File: config.mk
export PLATFORM = sky130hd
export DESIGN_NAME = flags_unit
export DESIGN_NICKNAME = d
export VERILOG_FILES = /design/src/rtl/core_pkg.sv /design/src/rtl/flags_cond.sv /design/src/rtl/flags_unit.sv
export SDC_FILE = /design/constraint.sdc
export NUM_CORES = 1
export LEC_CHECK = 0
export ABC_CLOCK_PERIOD_IN_PS = 2900
export BUFFER_PORTS_ARGS = -buffer_cell sky130_fd_sc_hd__buf_2
export CAP_MARGIN = 40
export CORE_MARGIN = 3
export CORE_UTILIZATION = 27
export CTS_CLUSTER_DIAMETER = 200
export DETAILED_ROUTE_END_ITERATION = 8
export HOLD_SLACK_MARGIN = 0.12
export PLACE_DENSITY = 0.58
export SETUP_SLACK_MARGIN = 0.2
export SYNTH_ARGS = -nofsm -noshare
export SYNTH_HDL_FRONTEND = slang
export SYNTH_SLANG_ARGS = --single-unit
File: constraint.sdc
create_clock -name CLKx4 -period 2.9 [get_ports CLKx4]
set_input_delay 0.145 -clock CLKx4 [delete_from_list [all_inputs] [get_ports CLKx4]]
set_output_delay 0.145 -clock CLKx4 [all_outputs]
set_load 0.05 [all_outputs]
File: src/rtl/core_pkg.sv
// Shared 8088 core definitions: flag-control command codes, ALU opcode groups,
// FLAGS bit positions and fixed-bit masks, and the interrupt-shadow states.
package core_pkg;

  localparam logic [3:0] CMD_NONE   = 4'd0;
  localparam logic [3:0] CMD_CLC    = 4'd1;
  localparam logic [3:0] CMD_STC    = 4'd2;
  localparam logic [3:0] CMD_CMC    = 4'd3;
  localparam logic [3:0] CMD_CLI    = 4'd4;
  localparam logic [3:0] CMD_STI    = 4'd5;
  localparam logic [3:0] CMD_CLD    = 4'd6;
  localparam logic [3:0] CMD_STD    = 4'd7;
  localparam logic [3:0] CMD_SAHF   = 4'd8;
  localparam logic [3:0] CMD_POPF   = 4'd9;
  localparam logic [3:0] CMD_INTACK = 4'd10;

  localparam logic [3:0] ALU_PASSA        = 4'b0000;
  localparam logic [3:0] ALU_NOTA         = 4'b0001;
  localparam logic [3:0] ALU_INCDEC_FIRST = 4'b0010;
  localparam logic [3:0] ALU_INCDEC_LAST  = 4'b0101;
  localparam logic [3:0] ALU_NOFLAGS7     = 4'b0111;

  localparam int FLAG_CF = 0;
  localparam int FLAG_PF = 2;
  localparam int FLAG_AF = 4;
  localparam int FLAG_ZF = 6;
  localparam int FLAG_SF = 7;
  localparam int FLAG_TF = 8;
  localparam int FLAG_IF = 9;
  localparam int FLAG_DF = 10;
  localparam int FLAG_OF = 11;

  localparam logic [15:0] FLAGS_SET      = 16'hF002;
  localparam logic [15:0] FLAGS_CLR      = 16'h0028;
  localparam logic [15:0] FLAGS_WRITABLE = ~(FLAGS_SET | FLAGS_CLR);
  localparam logic [15:0] MASK_ARITH     = 16'h08D5;
  localparam logic [15:0] MASK_INCDEC    = 16'h08D4;
  localparam logic [15:0] MASK_SAHF      = 16'h00D5;

  localparam logic [1:0] SH_RUN    = 2'd0;
  localparam logic [1:0] SH_ARMED  = 2'd1;
  localparam logic [1:0] SH_SHADOW = 2'd2;

  // Which FLAGS bits an ALU op is allowed to write; inc/dec leave CF alone.
  function automatic logic [15:0] aluFlagMask(input logic [3:0] op);
    if (op == ALU_PASSA || op == ALU_NOTA || op == ALU_NOFLAGS7)
      return 16'h0000;
    else if (op >= ALU_INCDEC_FIRST && op <= ALU_INCDEC_LAST)
      return MASK_INCDEC;
    else
      return MASK_ARITH;
  endfunction

endpackage

File: src/rtl/flags_cond.sv
// Jcc condition decoder: maps the 4-bit 8088 condition code onto the flags.
// Purely combinational so the LOOP/JCXZ sequencer can reuse it.
module flags_cond (
  input  logic [3:0] Cond,
  input  logic       cf,
  input  logic       pf,
  input  logic       zf,
  input  logic       sf,
  input  logic       of,
  output logic       CondTrue
);

  logic baseTrue;

  // Even codes select a base test; odd codes are its complement.
  always_comb begin
    baseTrue = 1'b0;
    case (Cond[3:1])
      3'd0: baseTrue = of;
      3'd1: baseTrue = cf;
      3'd2: baseTrue = zf;
      3'd3: baseTrue = cf | zf;
      3'd4: baseTrue = sf;
      3'd5: baseTrue = pf;
      3'd6: baseTrue = sf ^ of;
      3'd7: baseTrue = zf | (sf ^ of);
      default: baseTrue = 1'b0;
    endcase
  end

  assign CondTrue = baseTrue ^ Cond[0];

endmodule

File: src/rtl/flags_unit.sv
// Architectural FLAGS register: captures ALU flags one cycle after issue,
// executes flag-control commands, evaluates Jcc, and sequences TF and STI shadow.
module flags_unit
  import core_pkg::*;
(
  input  logic        CLKx4,
  input  logic        RESET,
  input  logic        AluIssue,
  input  logic [3:0]  AluOperation,
  input  logic        F_Overflow,
  input  logic        F_Neg,
  input  logic        F_Zero,
  input  logic        F_Aux,
  input  logic        F_Parity,
  input  logic        F_Carry,
  input  logic [3:0]  FlagCmd,
  input  logic [15:0] WrData,
  input  logic        InstrEnd,
  input  logic [3:0]  Cond,
  output logic [15:0] Flags,
  output logic        CondTrue,
  output logic        IntInhibit,
  output logic        IrqEnable,
  output logic        TrapReq
);

  logic [15:0] flagsReg;
  logic [15:0] flagsNext;
  logic [15:0] aluVec;
  logic [15:0] capMask;
  logic [15:0] cmdMask;
  logic [15:0] cmdVal;
  logic [3:0]  capOp;
  logic        capPend;
  logic        armCmd;
  logic [1:0]  shState;
  logic        tfAtStart;
  logic        trapReq;

  always_comb begin
    aluVec          = 16'h0000;
    aluVec[FLAG_OF] = F_Overflow;
    aluVec[FLAG_SF] = F_Neg;
    aluVec[FLAG_ZF] = F_Zero;
    aluVec[FLAG_AF] = F_Aux;
    aluVec[FLAG_PF] = F_Parity;
    aluVec[FLAG_CF] = F_Carry;
  end

  // Command overlay is applied on top of the ALU capture, so commands win per bit.
  always_comb begin
    cmdMask = 16'h0000;
    cmdVal  = 16'h0000;
    armCmd  = 1'b0;
    case (FlagCmd)
      CMD_NONE: ;
      CMD_CLC:  cmdMask[FLAG_CF] = 1'b1;
      CMD_STC:  begin cmdMask[FLAG_CF] = 1'b1; cmdVal[FLAG_CF] = 1'b1; end
      CMD_CMC:  begin cmdMask[FLAG_CF] = 1'b1; cmdVal[FLAG_CF] = ~flagsReg[FLAG_CF]; end
      CMD_CLI:  cmdMask[FLAG_IF] = 1'b1;
      CMD_STI:  begin cmdMask[FLAG_IF] = 1'b1; cmdVal[FLAG_IF] = 1'b1; armCmd = 1'b1; end
      CMD_CLD:  cmdMask[FLAG_DF] = 1'b1;
      CMD_STD:  begin cmdMask[FLAG_DF] = 1'b1; cmdVal[FLAG_DF] = 1'b1; end
      CMD_SAHF: begin cmdMask = MASK_SAHF; cmdVal = WrData; end
      CMD_POPF: begin
        cmdMask = FLAGS_WRITABLE;
        cmdVal  = WrData;
        armCmd  = ~flagsReg[FLAG_IF] & WrData[FLAG_IF];
      end
      CMD_INTACK: begin cmdMask[FLAG_IF] = 1'b1; cmdMask[FLAG_TF] = 1'b1; end
      default: ;
    endcase
  end

  always_comb begin
    capMask   = capPend ? aluFlagMask(capOp) : 16'h0000;
    flagsNext = (flagsReg & ~capMask) | (aluVec & capMask);
    flagsNext = ((flagsNext & ~cmdMask) | (cmdVal & cmdMask)) & FLAGS_WRITABLE;
  end

  always_ff @(posedge CLKx4 or posedge RESET) begin
    if (RESET) begin
      flagsReg <= 16'h0000;
      capPend  <= 1'b0;
      capOp    <= 4'h0;
    end else begin
      flagsReg <= flagsNext;
      capPend  <= AluIssue;
      if (AluIssue)
        capOp <= AluOperation;
    end
  end

  // An arm command always wins over the InstrEnd that would otherwise advance.
  always_ff @(posedge CLKx4 or posedge RESET) begin
    if (RESET) begin
      shState <= SH_RUN;
    end else if (armCmd) begin
      shState <= SH_ARMED;
    end else if (InstrEnd) begin
      case (shState)
        SH_ARMED:  shState <= SH_SHADOW;
        SH_SHADOW: shState <= SH_RUN;
        default:   shState <= SH_RUN;
      endcase
    end
  end

  // tfAtStart holds TF as it was when the current instruction began.
  always_ff @(posedge CLKx4 or posedge RESET) begin
    if (RESET) begin
      tfAtStart <= 1'b0;
      trapReq   <= 1'b0;
    end else begin
      trapReq <= InstrEnd & tfAtStart & (FlagCmd != CMD_INTACK);
      if (FlagCmd == CMD_INTACK)
        tfAtStart <= 1'b0;
      else if (InstrEnd)
        tfAtStart <= flagsReg[FLAG_TF];
    end
  end

  assign Flags      = flagsReg | FLAGS_SET;
  assign IntInhibit = (shState != SH_RUN);
  assign IrqEnable  = flagsReg[FLAG_IF] & ~IntInhibit;
  assign TrapReq    = trapReq;

  flags_cond condDecode (
    .Cond     (Cond),
    .cf       (flagsReg[FLAG_CF]),
    .pf       (flagsReg[FLAG_PF]),
    .zf       (flagsReg[FLAG_ZF]),
    .sf       (flagsReg[FLAG_SF]),
    .of       (flagsReg[FLAG_OF]),
    .CondTrue (CondTrue)
  );

endmodule

==> key figures <==
Layout
  – Area grow syn2layout: 28.8%
  – Layout cells sized above 1: between 30 and 40%
  – # diodes: 0
  – Final net count: 203
  – Fin util: 37.0%
  – Finished Cell Area: 0.00139 mm²

Clock tree
  – Post-cts sizing count: 0
  – # clock sinks: 18
  – CTS tree: done
  – H-tree levels: 1
  – TritonCTS buffer count: 3
  – Worst-skew pair later-pin latency: 250 ps
  – Clock slew at reported path FFs: approximately 70 ps
  – Clock root cell: clkbuf_8
  – CTS Buffer Depth: 2

Placed design
  – HPWL after DPL: just over 2000 µm
  – Port bufs: 43
  – DP Area: 0.00128 mm²
  – Placer congestion estimate: 0.848

Worst setup path
  – Worst setup SP type: register
  – CP Capture Type: output port
  – CP Max Fanout: 5
  – CP Cell Sequence: mux2_1 > a211oi_2 > nor4_2 > xnor2_1 > buf_2
  – Worst Path Required: 2760 ps
  – CP Data Arrival Time: 1760 ps
  – Max stage delay cell, worst path: dfrtp_1
  – Flop2flop setup slack: 1700 ps
  – WP buf/inv: 1
  – Critical path type: register to output port
  – Family with the most delay on the worst path: flip-flops
  – Critical Path Max Stage Delay: 430 ps
  – Worst R2R Start: capOp[0]$_DFFE_PP0P_

STA
  – Min Tclk post-route: around 1900 ps
  – RSZ-0062 raised after global routing: no
  – Max Freq: 0.526 GHz
  – Part of the cycle the worst path needs: roughly 66%
  – Final number of hold-violating endpoints: 0
  – Fin. max-slew vios: 0
  – Fin Setup TNS: 0 ps
  – Clock skew: 5.34 ps
  – WHS: 138 ps
  – Final setup viols: 0
  – Worst rel slew slack: 53.8%
  – Slew @ Worst Pin: 693 ps

Floorplan
  – Io pins: 58
  – Core Region: 0.00377 mm²
  – Number of cell rows: 22
  – Initial Util: 28.7%
  – Die width: between 60 and 70 µm
  – Die H: 69.3 µm
  – Die area: 0.00480 mm²

Pwr
  – Highest ir drop seen on vdd: ~0.24 mV
  – Leak Pwr: 0.686 nW
  – Power density cells: 589 mW/mm²
  – Pwr Total: between 0.8 and 0.9 mW

Flow run
  – Max-Cap Viols: 0

GRT
  – Total Routing Usage GR: 10.7%
  – Largest net degree at the start of global routing: 19
  – Initial antenna violation count: 0
  – Vias in the first global route: 963
  – Gr ovfl total: 0
  – First-pass GRT wire length: 4190 µm

Synth
  – Yosys reg bits: 18
  – Syn Area/Cell: 9.02 µm²
  – Sequential fraction of the synthesis area: between 40% and 50%
  – Mapped cell area: 0.00108 mm²
  – EDFF count, synth: 0
  – Ys async rst share: 100%
  – Synth warn: 0
  – Yosys cell types: 37
  – Synth Instances: between 100 and 150
  – Most used DFF post-synth: dfrtp_1

Drt
  – Post-route ant nets: 0
  – Drt drc: 0
  – Wire per inst: 12.1 µm
  – Initial DRC Count: 24
  – DRT Pass-1 Iters: 4
  – DR vias/cell: between 4 and 5
  – WL final: 2560 µm
  – Via count: 988

Min path
  – Worst min path class: input pin to register
  – HP Start: FlagCmd[2]

Run status
  – Status: complete, no violations
[worst register-to-register path, stage by stage, from the launching register on]
cell and delay [ps]:
dfrtp_1 390, and3_1 210, o21ba_2 250, o21ai_1 140
a31oi_1 90
[placed cells by master (no fill, tap or decap)]
cell / netlist / layout
o32ai_1: 1 / 1
and3b_1: 1 / 1
or2_1: 1 / 1
nor3b_1: 1 / 1
buf_2: 0 / 43
dfrtp_1: 18 / 18
o21ba_2: 1 / 1
o21bai_2: 1 / 1
a22o_1: 1 / 1
o21ai_1: 8 / 8
mux2_1: 5 / 5
dlygate4sd3_1: 0 / 6
o211a_1: 1 / 1
a211oi_1: 3 / 3
conb_1: 2 / 7
and3_1: 1 / 1
nand2b_1: 1 / 1
inv_1: 5 / 5
nor4b_1: 1 / 1
nor2_1: 11 / 11
and2b_4: 1 / 1
nor3_1: 1 / 1
inv_2: 1 / 1
nand4b_1: 1 / 1
xnor2_1: 1 / 1
o21ai_0: 2 / 2
nor2b_1: 1 / 1
a211oi_2: 1 / 1
nand3_1: 7 / 7
nand2_1: 9 / 9
o22ai_1: 1 / 1
a21o_1: 1 / 1
a31oi_1: 8 / 8
mux2i_1: 2 / 2
a21oi_1: 5 / 5
nor4_2: 1 / 1
clkbuf_8: 0 / 4
[layer usage]
layer / track usage [%] / up-vias / share of wire, %
li1: - / 497 / -
met4: 3.25 / 0 / 1.1
met5: 0 / - / 0
met1: 13.0 / 460 / 46
met3: 2.90 / 2 / 4.8
met2: 18.2 / 29 / 48
[per-stage QoR]
stage	std cells	setup slack [ps]
global placement	202	1320
detailed placement	202	1260
CTS	212	982
finish	212	999
floorplan	125	933
global route	212	900
[cell type report]
| class | instances | area, µm² |
|---|---|---|
| fill | 404 | 2380 |
| multi-input combinational | 87 | 531 |
| sequential | 18 | 450 |
| timing repair buffer | 49 | 275 |
| tap | 48 | 60.1 |
| clock buffer | 4 | 55.1 |
| inverter | 6 | 22.5 |
[synthesized netlist by cell type, drive strengths merged, types with 2 or more instances]
| cell type | n | area, µm² |
|---|---|---|
| a21oi | 5 | 25.0 |
| mux2 | 5 | 56.3 |
| inv | 6 | 22.5 |
| a211oi | 4 | 35.0 |
| nor2 | 11 | 41.3 |
| o21ai | 10 | 50.1 |
| mux2i | 2 | 20.0 |
| nand2 | 9 | 33.8 |
| dfrtp | 18 | 450 |
| nand3 | 7 | 35.0 |
| buf | 13 | 93.8 |
| conb | 2 | 7.51 |
| a31oi | 8 | 50.1 |
[cells by family after synthesis]
kind of cell | share of synthesized area, %
AO/OA/AOI/OAI | 20.6
other | 0.694
flip-flops | 41.6
AND/OR/NAND/NOR | 18.2
buffers and inverters | 11.1
multiplexers | 7.05
XOR/XNOR | 0.809
[path summary, 6_finish.rpt]
path                                         endpoint  cells after the start
setup / recovery                             CondTrue                      5
hold / removal                               register                      2
setup reg to reg                             register                      4
hold reg to reg                shState[0]$_DFFE_PP0P_                      1
max in group asynchronous           capPend$_DFF_PP0_                      3
min in group asynchronous  asynchronous set/reset pin                      3
[report_power, final]
part           switching [mW]  internal [mW]  total, mW
combinational           0.209         0.0913      0.301
sequential             0.0306          0.288      0.319
clock                  0.0817          0.120      0.202
total                   0.322          0.500      0.822
[repair_timing]
action                                  4_1_cts  5_1_grt
endpoints found under the hold margin        23        0
endpoints found under the setup margin        0        0
hold buffers                                  6        0
buffers inserted                              0        0
No activity file was read; power rests on OpenSTA's default activity.
